**config.mk**
```make
export PLATFORM = sky130hd
export DESIGN_NAME = serial_rx
export DESIGN_NICKNAME = d
export VERILOG_FILES = /design/src/rtl/serial_rx.sv
export SDC_FILE = /design/constraint.sdc
export NUM_CORES = 1
export LEC_CHECK = 0
export ABC_AREA = 1
export ABC_CLOCK_PERIOD_IN_PS = 5000
export CORE_MARGIN = 2
export CORE_UTILIZATION = 50
export DETAILED_ROUTE_END_ITERATION = 10
export GPL_ROUTABILITY_DRIVEN = 0
export PLACE_DENSITY = 0.72
export SLEW_MARGIN = 20
export SYNTH_ARGS = -nofsm -noshare
export SYNTH_HDL_FRONTEND = slang
export SYNTH_SLANG_ARGS = --single-unit
```
**constraint.sdc**
```tcl
create_clock -name clock -period 5 [get_ports clock]
set_clock_uncertainty 0.2 [all_clocks]
set_input_delay 1 -clock clock [delete_from_list [all_inputs] [get_ports clock]]
set_output_delay 1 -clock clock [all_outputs]
set_load 0.02 [all_outputs]
```
**src/rtl/serial_rx.sv**
```systemverilog
// 8N1 UART receiver that assembles NUM_BYTES consecutive bytes, LSB-first, into one
// 162-bit cube-state word and strobes data_valid when the last byte lands.
module serial_rx #(
    parameter int CLKS_PER_BIT = 868,
    parameter int NUM_BYTES    = 21,
    parameter int TIMEOUT_BITS = 20
) (
    input  logic         clock,
    input  logic         reset,
    input  logic         rx_pin,
    output logic [161:0] data,
    output logic         data_valid,
    output logic         busy,
    output logic         framing_error,
    output logic [2:0]   state
);

    localparam int          DATA_W         = 162;
    localparam int          CNT_W          = $clog2(CLKS_PER_BIT);
    localparam int          BC_W           = (NUM_BYTES > 1) ? $clog2(NUM_BYTES) : 1;
    localparam int          TIMEOUT_CYCLES = TIMEOUT_BITS * CLKS_PER_BIT;
    localparam int          TMR_W          = $clog2(TIMEOUT_CYCLES + 1);
    localparam int unsigned FULL_SLOTS     = NUM_BYTES - 1;
    localparam int          LAST_W         = DATA_W - (NUM_BYTES - 1) * 8;

    localparam logic [CNT_W-1:0] CNT_HALF = CNT_W'(CLKS_PER_BIT / 2 - 1);
    localparam logic [CNT_W-1:0] CNT_LAST = CNT_W'(CLKS_PER_BIT - 1);
    localparam logic [BC_W-1:0]  BC_LAST  = BC_W'(NUM_BYTES - 1);
    localparam logic [TMR_W-1:0] TMR_MAX  = TMR_W'(TIMEOUT_CYCLES);

    typedef enum logic [2:0] {
        S_IDLE      = 3'd0,
        S_START     = 3'd1,
        S_DATA      = 3'd2,
        S_STOP      = 3'd3,
        S_WAIT_HIGH = 3'd4
    } state_t;

    logic              r_sync1;
    logic              r_sync2;
    state_t            r_state;
    logic [CNT_W-1:0]  r_cnt;
    logic [2:0]        r_bit;
    logic [7:0]        r_shift;
    logic [BC_W-1:0]   r_byte_count;
    logic [TMR_W-1:0]  r_timer;
    logic [DATA_W-1:0] r_buf;
    logic [DATA_W-1:0] r_data;
    logic              r_data_valid;
    logic              r_framing_error;

    logic              w_rx;
    state_t            w_state_next;
    logic [CNT_W-1:0]  w_cnt_next;
    logic [2:0]        w_bit_next;
    logic [7:0]        w_shift_next;
    logic [BC_W-1:0]   w_bc_next;
    logic [TMR_W-1:0]  w_timer_next;
    logic [DATA_W-1:0] w_buf_next;
    logic              w_load_data;
    logic              w_dv_next;
    logic              w_fe_next;

    assign w_rx = r_sync2;

    always_ff @(posedge clock) begin
        if (reset) begin
            r_sync1         <= 1'b1;
            r_sync2         <= 1'b1;
            r_state         <= S_IDLE;
            r_cnt           <= '0;
            r_bit           <= '0;
            r_shift         <= '0;
            r_byte_count    <= '0;
            r_timer         <= '0;
            r_buf           <= '0;
            r_data          <= '0;
            r_data_valid    <= 1'b0;
            r_framing_error <= 1'b0;
        end else begin
            r_sync1         <= rx_pin;
            r_sync2         <= r_sync1;
            r_state         <= w_state_next;
            r_cnt           <= w_cnt_next;
            r_bit           <= w_bit_next;
            r_shift         <= w_shift_next;
            r_byte_count    <= w_bc_next;
            r_timer         <= w_timer_next;
            r_buf           <= w_buf_next;
            r_data_valid    <= w_dv_next;
            r_framing_error <= w_fe_next;
            if (w_load_data) begin
                r_data <= w_buf_next;
            end
        end
    end

    always_comb begin
        w_state_next = r_state;
        w_cnt_next   = r_cnt;
        w_bit_next   = r_bit;
        w_shift_next = r_shift;
        w_bc_next    = r_byte_count;
        w_timer_next = r_timer;
        w_buf_next   = r_buf;
        w_load_data  = 1'b0;
        w_dv_next    = 1'b0;
        w_fe_next    = 1'b0;

        case (r_state)
            S_IDLE: begin
                // A start edge outranks a simultaneous timeout, keeping the partial packet.
                if (!w_rx) begin
                    w_state_next = S_START;
                    w_cnt_next   = '0;
                end else if (r_byte_count != '0) begin
                    if (r_timer == TMR_MAX) begin
                        w_bc_next    = '0;
                        w_timer_next = '0;
                    end else begin
                        w_timer_next = r_timer + 1'b1;
                    end
                end
            end

            S_START: begin
                if (r_cnt == CNT_HALF) begin
                    w_cnt_next = '0;
                    if (!w_rx) begin
                        w_state_next = S_DATA;
                        w_bit_next   = '0;
                    end else begin
                        w_state_next = S_IDLE;
                    end
                end else begin
                    w_cnt_next = r_cnt + 1'b1;
                end
            end

            S_DATA: begin
                if (r_cnt == CNT_LAST) begin
                    w_cnt_next   = '0;
                    w_shift_next = {w_rx, r_shift[7:1]};
                    if (r_bit == 3'd7) begin
                        w_state_next = S_STOP;
                    end else begin
                        w_bit_next = r_bit + 1'b1;
                    end
                end else begin
                    w_cnt_next = r_cnt + 1'b1;
                end
            end

            S_STOP: begin
                if (r_cnt == CNT_LAST) begin
                    w_cnt_next   = '0;
                    w_timer_next = '0;
                    if (w_rx) begin
                        for (int unsigned k = 0; k < FULL_SLOTS; k++) begin
                            if (r_byte_count == BC_W'(k)) begin
                                w_buf_next[k*8 +: 8] = r_shift;
                            end
                        end
                        // The final slot only feeds the top LAST_W bits of the word.
                        if (r_byte_count == BC_LAST) begin
                            w_buf_next[DATA_W-1 -: LAST_W] = r_shift[LAST_W-1:0];
                            w_load_data = 1'b1;
                            w_dv_next   = 1'b1;
                            w_bc_next   = '0;
                        end else begin
                            w_bc_next = r_byte_count + 1'b1;
                        end
                        w_state_next = S_IDLE;
                    end else begin
                        w_fe_next    = 1'b1;
                        w_bc_next    = '0;
                        w_state_next = S_WAIT_HIGH;
                    end
                end else begin
                    w_cnt_next = r_cnt + 1'b1;
                end
            end

            S_WAIT_HIGH: begin
                if (w_rx) begin
                    w_state_next = S_IDLE;
                end
            end

            default: begin
                w_state_next = S_IDLE;
            end
        endcase
    end

    assign data          = r_data;
    assign data_valid    = r_data_valid;
    assign framing_error = r_framing_error;
    assign busy          = (r_state != S_IDLE) || (r_byte_count != '0);
    assign state         = r_state;

endmodule

```
==> results.tsv <==
metric	value	unit
synth_cell_type_count	32	
via_count	13400	
grt_pass1_vias	12300	
antenna_found_initial	0	
syn_nets	2042	
wl	38000	um
multiInputGateArea	6290	um^2
synth_flop_cell	dfxtp_1	
hp-class	reg2reg	
synth_fa_ha_area_share	0.899	%
relSlewSlack	23.3	%
grt_usage	23.5	%
cts_buffer_depth	3	
final_common_cell	nand2_1	
regArea	7410	um^2
power.density	324	nW/um^2
fin_worst_hold_slack	0.214	ns
clkSinkCount	370	
grt_max_degree	231	
coreArea	30300	um^2
fin_crit_sh	74.5	%
worstPathArrival	2.52	ns
antenna_cells	0	
clock.fmax	268	MHz
setup_viol	0	
drv_cap	0	
detail_route.first_pass.iterations	5	
area_growth	19.5	%
syn_area_per_cell	7.55	um^2
drc	0	
cts_resized	0	
layout_common_cells	441 x nand2_1, 368 x dfxtp_1, 250 x inv_1	
io_buffer_count	170	
leakagePower	7.78	nW
syn_area	15300	um^2
finalHoldViolCount	0	
fin_nets	2137	
synth_compound_area_share	15.3	%
tns	0	ns
clock_latency	0.53	ns
synth_top_area_share	48.4	%
rows	64	
grt_pass1_wl	61300	um
outcome	complete, no violations	
critical_path_required	3.80	ns
antenna_left	0	
slew_viol_final	0	
numCtsBuffers	39	
rsz0062_at_grt	no	
path_clk_slew	0.06	ns
post-dp-hpwl	23100	um
end_kind	output port	
synth.mux.area_fraction	0	%
synthTopCellsByArea	dfxtp_1 48%, nand2_1 11%, o21a_1 6.7%	
synth_top_family_by_area	simple AND/OR/NAND/NOR gates	
top_level_ports	171	
period_needed	3.72	ns
synth_simple_gate_area_share	24.6	%
synth_edf_count	0	
ir_worst_vdd	0.242	mV
synth_seq_cells	370	
die_x	179	um
cts_tree	yes	
overflow	0	
cts-htree-levels	2	
cts_setup_buffers	0	
crit_fanout	19	
ys_warn_count	0	
postSynth.asyncResetShare	0	%
cp-start-kind	flop	
synthCells	2028	
wl_per_cell	14.9	um
die_h	179	um
drive_above_1_share	5.06	%
via_per_inst	5.25	
cts_root_buffer	clkbuf_16	
drt_first_iter_violations	1107	
synth-xor-area-share	0.114	%
tightestPinTransition	1.15	ns
cts_hold_buffers	0	
start_util	50.5	%
crit_type	reg2out	
dieArea	32000	um^2
ys_seq_area_share	48.4	%
num-fill-cells	2649	
synth_top_cell_by_area	dfxtp_1	
[registers in the layout, summed over array words and instances, names as in the netlist]
| name | cells |
|---|---|
| r_shift | 8 |
| r_cnt | 10 |
| r_bit | 3 |
| data | 162 |
| r_sync1 | 1 |
| r_timer | 15 |
| state | 3 |
| framing_error | 1 |
| r_byte_count | 5 |
| r_sync2 | 1 |
| r_buf | 160 |
| data_valid | 1 |
[cells in the mapped netlist, types with 10 or more instances]
cell type	instances
nand2_1	441
dfxtp_1	370
inv_1	250
nand3_1	158
a21oi_1	156
o21a_1	136
nor2_1	130
nand4_1	92
clkbuf_1	76
o21ai_0	73
buf_2	31
o21ai_1	31
nor3_1	14
buf_4	12
ha_1	11
buf_6	10
[final cells by class]
type                    count  share of cell area [%]
clock buffers              57                    6.47
inverters                 257                    5.31
repair buffers            185                    9.99
clock inverters            14                   0.690
multi-input cells        1270                    34.4
flip-flops and latches    370                    40.5
well taps                 396                    2.71
[per-stage QoR]
| step | total power, mW | setup slack [ns] | instances | util, % | area [um^2] |
|---|---|---|---|---|---|
| CTS | 5.98 | 1.28 | 2549 | 60.3 | 18300 |
| finish | 5.93 | 1.28 | 2549 | 60.3 | 18300 |
| detailed placement | 3.10 | 1.85 | 2478 | 56.0 | 17000 |
| global placement | 3.10 | 1.89 | 2478 | 56.0 | 17000 |
| global route | 6.11 | 1.10 | 2549 | 60.3 | 18300 |
| floorplan | 3.08 | 2.68 | 2028 | - | 15300 |
[critical path, stage by stage, from the launching register on]
cell and delay, ns:
dfxtp_1 0.35, inv_1 0.11, ha_1 0.16, inv_1 0.09
nor2_4 0.37, nand2_1 0.16, inv_1 0.11, nand2_1 0.10
clkdlybuf4s50_1 0.56
[metal layers]
layer  share of wire (%)  global-route usage [%]  routed length [um]  vias up
li1                    -                       -                   -     6792
met3                 6.3                    3.82                2390       64
met1                  46                    31.9               17600     6128
met2                  45                    38.8               17300      405
met4                 2.0                    6.44                 776        0
met5                   0                       0                   0        -
[report_power, final]
| group | internal [mW] | leakage (nW) | switching [mW] |
|---|---|---|---|
| logic | 0.0154 | 4.16 | 0.0659 |
| registers | 2.95 | 2.98 | 0.00233 |
| clock network | 1.71 | 0.647 | 1.19 |
| total | 4.67 | 7.78 | 1.26 |
[final timing paths]
kind | from | endpoint | depth (start not counted) | slack, ns
setup / recovery | r_byte_count[0] | busy | 8 | 1.28
hold / removal | r_sync1 | r_sync2 | 1 | 0.21
setup reg to reg | r_byte_count[0] | r_timer[4] | 14 | 1.91
hold reg to reg | r_sync1 | r_sync2 | 1 | 0.21
[logic make-up (layout without fill, tap and decap cells)]
logic type | count (synthesis) | count (layout)
AOI/OAI and AO/OA | 400 | 400
xor gates and xnor gates | 2 | 2
adders and majority gates | 11 | 11
buffers and inverters | 388 | 513
DFF | 370 | 370
and+or+nand+nor | 857 | 857
No activity file was read; power rests on OpenSTA's default activity.
